### src/rtl/phy_rx_lane.sv
// phy_rx_lane: single-lane receive deserializer.
//
// Hunts for byte alignment on the serial stream using COM_CHAR, locks after
// LOCK_COUNT consecutive aligned COM bytes, then assembles four data bytes
// (MSB first, first byte in [31:24]) into a 32-bit word.
//
// Ports:
//   clk_32f     in   bit clock, one serial bit per rising edge
//   reset       in   synchronous active-high reset
//   data_in     in   serial lane bit
//   data_out    out  [31:0] last assembled word, held between strobes
//   valid_out   out  one-cycle strobe, data_out holds a new word
//   active_lane out  high while locked (cleared only by reset)
//   word_err    out  one-cycle strobe, a partial word was discarded
//   err_count   out  [7:0] saturating error counter, only when PHY_RX_ERR_CNT_EN is defined
//
// Optional feature macro: PHY_RX_ERR_CNT_EN.

module phy_rx_lane #(
    parameter logic [7:0]  COM_CHAR   = 8'hBC,
    parameter int unsigned LOCK_COUNT = 4
) (
    input  logic        clk_32f,
    input  logic        reset,
    input  logic        data_in,
    output logic [31:0] data_out,
    output logic        valid_out,
    output logic        active_lane,
    output logic        word_err
`ifdef PHY_RX_ERR_CNT_EN
    ,
    output logic [7:0]  err_count
`endif
);

    localparam logic [1:0] StSearch = 2'd0;
    localparam logic [1:0] StAlign  = 2'd1;
    localparam logic [1:0] StLocked = 2'd2;

    localparam logic [3:0] LockCnt = 4'(LOCK_COUNT);

    logic [1:0]  state_q, state_d;
    logic [7:0]  sr_q, sr_d;
    logic [2:0]  bit_cnt_q, bit_cnt_d;
    logic [1:0]  byte_cnt_q, byte_cnt_d;
    logic [3:0]  com_cnt_q, com_cnt_d;
    logic [23:0] word_q, word_d;
    logic [31:0] data_out_q, data_out_d;
    logic        valid_q, valid_d;
    logic        active_q, active_d;
    logic        word_err_q, word_err_d;

    logic [7:0]  cur_byte;
    logic        boundary;
    logic        is_com;

    assign cur_byte = {sr_q[6:0], data_in};
    assign boundary = (bit_cnt_q == 3'd7);
    assign is_com   = (cur_byte == COM_CHAR);

    always_comb begin
        state_d    = state_q;
        sr_d       = cur_byte;
        bit_cnt_d  = bit_cnt_q + 3'd1;
        byte_cnt_d = byte_cnt_q;
        com_cnt_d  = com_cnt_q;
        word_d     = word_q;
        data_out_d = data_out_q;
        valid_d    = 1'b0;
        active_d   = active_q;
        word_err_d = 1'b0;

        case (state_q)
            StSearch: begin
                // Bit hunt: any alignment is a candidate until COM is seen.
                if (is_com) begin
                    bit_cnt_d = 3'd0;
                    com_cnt_d = 4'd1;
                    state_d   = StAlign;
                end
            end
            StAlign: begin
                if (boundary) begin
                    if (is_com) begin
                        com_cnt_d = com_cnt_q + 4'd1;
                        if (com_cnt_q + 4'd1 == LockCnt) begin
                            state_d  = StLocked;
                            active_d = 1'b1;
                        end
                    end else begin
                        com_cnt_d = 4'd0;
                        state_d   = StSearch;
                    end
                end
            end
            StLocked: begin
                if (boundary) begin
                    if (is_com) begin
                        // Idle inside a word means the transmitter abandoned it.
                        if (byte_cnt_q != 2'd0) begin
                            word_err_d = 1'b1;
                            byte_cnt_d = 2'd0;
                        end
                    end else begin
                        word_d = {word_q[15:0], cur_byte};
                        if (byte_cnt_q == 2'd3) begin
                            data_out_d = {word_q, cur_byte};
                            valid_d    = 1'b1;
                            byte_cnt_d = 2'd0;
                        end else begin
                            byte_cnt_d = byte_cnt_q + 2'd1;
                        end
                    end
                end
            end
            default: state_d = StSearch;
        endcase
    end

    always_ff @(posedge clk_32f) begin
        if (reset) begin
            state_q    <= StSearch;
            sr_q       <= 8'd0;
            bit_cnt_q  <= 3'd0;
            byte_cnt_q <= 2'd0;
            com_cnt_q  <= 4'd0;
            word_q     <= 24'd0;
            data_out_q <= 32'd0;
            valid_q    <= 1'b0;
            active_q   <= 1'b0;
            word_err_q <= 1'b0;
        end else begin
            state_q    <= state_d;
            sr_q       <= sr_d;
            bit_cnt_q  <= bit_cnt_d;
            byte_cnt_q <= byte_cnt_d;
            com_cnt_q  <= com_cnt_d;
            word_q     <= word_d;
            data_out_q <= data_out_d;
            valid_q    <= valid_d;
            active_q   <= active_d;
            word_err_q <= word_err_d;
        end
    end

    assign data_out    = data_out_q;
    assign valid_out   = valid_q;
    assign active_lane = active_q;
    assign word_err    = word_err_q;

`ifdef PHY_RX_ERR_CNT_EN
    logic [7:0] err_cnt_q, err_cnt_d;
    logic       fallback;

    assign fallback = (state_q == StAlign) && boundary && !is_com;

    always_comb begin
        err_cnt_d = err_cnt_q;
        if ((word_err_d || fallback) && (err_cnt_q != 8'hFF)) begin
            err_cnt_d = err_cnt_q + 8'd1;
        end
    end

    always_ff @(posedge clk_32f) begin
        if (reset) begin
            err_cnt_q <= 8'd0;
        end else begin
            err_cnt_q <= err_cnt_d;
        end
    end

    assign err_count = err_cnt_q;
`endif

endmodule

### config.mk
export PLATFORM = sky130hd
export DESIGN_NAME = phy_rx_lane
export DESIGN_NICKNAME = d
export VERILOG_FILES = /design/src/rtl/phy_rx_lane.sv
export SDC_FILE = /design/constraint.sdc
export NUM_CORES = 1
export LEC_CHECK = 0
export CAP_MARGIN = 5
export CORE_ASPECT_RATIO = 1.75
export CORE_MARGIN = 2
export CORE_UTILIZATION = 50
export CTS_CLUSTER_SIZE = 25
export DETAILED_ROUTE_END_ITERATION = 7
export GPL_ROUTABILITY_DRIVEN = 0
export GPL_TIMING_DRIVEN = 1
export PLACE_DENSITY = 0.76
export SLEW_MARGIN = 10
export SYNTH_ARGS = -nofsm -noshare
export SYNTH_HDL_FRONTEND = slang
export SYNTH_SLANG_ARGS = --single-unit
### constraint.sdc
create_clock -name clk_32f -period 2.5 [get_ports clk_32f]
set_clock_uncertainty 0.1 [all_clocks]
set_input_delay 0.375 -clock clk_32f [delete_from_list [all_inputs] [get_ports clk_32f]]
set_output_delay 0.375 -clock clk_32f [all_outputs]
set_load 0.005 [all_outputs]
## Yosys cells after proc, flatten, opt, wreduce, memory -nomap -nowiden

Index checks and enable logic that the tools add are counted.

- Register bits: 77
- Input bits: 3
- Output and inout bits: 35
- Logic and storage cells: 53

- Add/sub/neg operators: 3
- Equal/unequal tests: 10
- Mux-type cells: 16
- Bitwise operators: 3
- Reductions and logical operators: 11

Operators with widths:

| operator | count |
|---|---|
| $mux W2 | 7 |
| $mux W4 | 3 |
| $reduce_and A4 Y1 | 3 |
| $reduce_and A3 Y1 | 3 |
| $eq A8 B8 Y1 const B | 1 |
| $pmux W4 S2 | 1 |
| $reduce_or A4 Y1 | 2 |
| $mux W3 | 2 |
| $pmux W2 S3 | 1 |
| $add A4 B1 Y4 const B | 1 |
| $eq A2 B2 Y1 const B | 2 |
| $eq A4 B3 Y1 const B | 1 |
| $ne A2 B2 Y1 const B | 2 |
| $reduce_bool A2 Y1 | 2 |
| $add A3 B1 Y3 const B | 1 |
| $eq A3 B3 Y1 const B | 1 |
| $ne A3 B3 Y1 const B | 1 |
| $not A1 Y1 | 3 |
| $add A2 B1 Y2 const B | 1 |
| $eq A2 B1 Y1 const B | 1 |
| $logic_not A2 Y1 | 1 |
| $mux W1 | 2 |
| $ne A2 B1 Y1 const B | 1 |

## Depth between registers and ports, before layout

- Depth after elaboration: 6
- Gate-level depth with buffers: 9

## Worst setup path before layout

No wires, ideal clock.

- Kind: flip-flop to flip-flop
- From: reg bit_cnt_q[0]
- To: reg word_q[21]
- Setup time: 70 ps
- Arrival time: 1607 ps
- Setup slack: 722 ps
- Cell stages (with the launch flop): 10
- Buffers on the path: 3
- Clock period less this slack: 1778 ps
- Path through: dfxtp_1 > ha_1 > ha_1 > buf_2 > and3b_1 > clkbuf_1 > o21ai_2 > buf_2 > nand2_1 > a21oi_1

- Longest elaborated chain between the ends: 2

RTL lines:

| element | line | RTL |
|---|---|---|
| start, declared | 44 | `logic [2:0] bit_cnt_q, bit_cnt_d;` |
| start signal, assigned | 135 | `bit_cnt_q <= bit_cnt_d;` |
| $eq A3 B3 Y1 | 58 | `assign boundary = (bit_cnt_q == 3'd7);` |
| $reduce_and A3 Y1 (no source line) | n/a |  |
| end signal, assigned | 138 | `word_q <= word_d;` |
| end, declared | 47 | `logic [23:0] word_q, word_d;` |

No other way between the ends.
A chain may end at the register's enable or synchronous reset.

## Final worst setup path

- From: reg bit_cnt_q[0]
- To: reg data_out_q[12], in the netlist data_out[12]

- Longest elaborated chain between the ends: 2

RTL lines:

| element | line | RTL |
|---|---|---|
| $eq A3 B3 Y1 | 58 |  |
| $reduce_and A4 Y1 (no source line) | n/a |  |
| end signal, assigned | 139 | `data_out_q <= data_out_d;` |
| end, declared | 48 | `logic [31:0] data_out_q, data_out_d;` |

No other way between the ends.

==> results.cfg <==
[run_status]
status = complete, no violations

[floorplan]
pin_count = 38
dieArea_mm2 = 0.00641
core_area_mm2 = 0.00559
start_util = 0.516
die_y_um = 104
rows = 36
die_x_um = 61.4

[logic_synthesis]
synth_fp_nets = 356
synthesis.area_mm2 = 0.00288
post_synth.cell_area_avg_um2 = 8.30
netlist_instances = 347
synth.area.top_cells = dfxtp_1 (54%), nand2_1 (15%), a21oi_1 (10%), ha_1 (2.6%), buf_2 (2.1%)
synth_seq_cells = 77
async_flop_share = 0
ys_warn_count = 0
yosys.cell_types.count = 36
synth_top_area_share = 0.535
yosysTopAreaCell = dfxtp_1
yosysSeqAreaShare = 0.535
ys.flop_type = dfxtp_1
synth-edff-count = 0

[worst_setup_path]
end_kind = flop
cp_top_family = adder cells
critPathRequiredTime_ns = 2.68
slowest_delay_ns = 0.34
crit_path_max_fanout = 22
cp_num_cells = 7
cpMostUsedCell = ha_1
cp.arrival_ns = 2.27
cp_slowest_cell = dfxtp_1
start_kind = flop
path_buf_inv = 1
worstSetupPathType = flop to flop
path_cells = ha_1 > ha_1 > nand3b_1 > a211oi_4 > buf_4 > nand2_1 > a21oi_1
reg2reg_depth = 7

[sta]
finalSetupViolations = 0
min_period_ns = 2.09
hold_slack_ns = 0.297
tightest_slew_ns = 0.467
clock.fmax_mhz = 479
worst_slack_ns = 0.414
drv_slew = 0
setup-tns-final_ns = 0
rsz0062_at_grt = false
finalCritPeriodShare = 0.834
finalHoldViolations = 0
max_slew_margin = 0.686

[finish]
drive_gt1_frac = 0.0803
final_cell_area_mm2 = 0.00352
area_growth_pct = 22.3
final_common_cell = nand2_1
num_antenna_cells = 0
mostFrequentLayoutCells = nand2_1 (115), dfxtp_1 (77), a21oi_1 (59), clkdlybuf4s50_1 (36), clkbuf_8 (11)
final_nets = 390
n_fill_cell = 540

[drt]
drt_pre_antenna_iters = 4
antenna_left = 0
vias_per_cell = 5.23
num_vias = 2416
drc_errors = 0
detail_route.wl_per_cell_um = 13.2
wl_mm = 6.09
dr.first_iter.drc_count = 120

[global_routing]
grtUsageTotal = 0.210
grt.overflow.total = 0
grt_pass1_vias = 2393
antenna_found_initial = 0
grt_pass1_wl_mm = 10.2
grt_max_degree = 33

[clock_tree]
postCtsSetupBuffers = 0
cts_resized = 0
numCtsBuffers = 9
cts_tree = yes
cts_num_sinks = 77
cts.clk_slew.worst_paths_ns = 0.08
clockBufferDepth = 2
cts-root-buf = clkbuf_8
hold_buffers = 0
worstSkewPairLatency_ns = 0.35
htree_levels = 3

[min_path]
hold_path.class = input port to flop
min_path_cells = 2

[flow_run]
drv_cap = 0

[placement]
hpwl_mm = 4.30
portBuffers = 37
place_ws_ns = 0.305
post_dp_cell_area_mm2 = 0.00334

[pwr]
p_per_area_mw_per_mm2 = 604
p_total_w = 0.00213
ir_worst_vdd_mv = 0.417
p_leak_nw = 1.19
[synthesized netlist by cell type, types with 5 or more instances]
cell,number
buf_2,12
o21ai_0,5
clkbuf_1,10
inv_1,7
nor2b_1,9
dfxtp_1,77
nand2_1,115
ha_1,6
nor2_1,8
a21oi_1,59
[cell type report]
type / count / area (um^2) / area share
clock buffer: 11 / 151 / 0.0430
clock inverter: 5 / 35.0 / 0.00995
inverter: 7 / 26.3 / 0.00746
multi-input combinational: 241 / 1220 / 0.347
sequential: 77 / 1540 / 0.438
tap: 76 / 95.1 / 0.0270
timing repair buffer: 45 / 450 / 0.128
[per-stage QoR]
stage / utilization / instances
6_report: 0.631 / 462
5_1_grt: 0.631 / 462
4_1_cts: 0.631 / 462
3_5_place_dp: 0.597 / 446
3_3_place_gp: 0.597 / 446
2_1_floorplan: - / 347
[where the power goes]
group | switching (W) | leakage (nW) | internal, W
registers | 0.00000461 | 0.621 | 0.00123
clock network | 0.000439 | 0.0953 | 0.000414
logic | 0.0000259 | 0.471 | 0.0000110
total | 0.000470 | 1.19 | 0.00166
[routing by layer]
metal / GRT usage / share of wire / up-vias
met4: 0.134 / 0.035 / 0
li1: - / - / 1223
met1: 0.215 / 0.37 / 1125
met5: 0 / 0 / -
met3: 0.0423 / 0.030 / 20
met2: 0.362 / 0.57 / 48
[flip-flops by register name, indices dropped and copies added (netlist names)]
name,flops
active_lane,1
bit_cnt_q,3
byte_cnt_q,2
com_cnt_q,4
data_out,32
sr_q,7
state_q,2
valid_out,1
word_err,1
word_q,24
[cells by family after synthesis]
| kind of cell | share of synthesized area |
|---|---|
| simple gates | 0.235 |
| buf+inv | 0.0430 |
| compound gates | 0.160 |
| flops | 0.535 |
| fa+ha+maj | 0.0261 |
[final timing paths]
| path | endpoint | startpoint | slack [ns] |
|---|---|---|---|
| setup / recovery | data_out[12] | bit_cnt_q[0] | 0.41 |
| hold / removal | data_out[13] | reset | 0.30 |
| setup reg to reg | data_out[12] | bit_cnt_q[0] | 0.41 |
| hold reg to reg | bit_cnt_q[0] | bit_cnt_q[0] | 0.33 |
No activity file was read; power rests on OpenSTA's default activity.
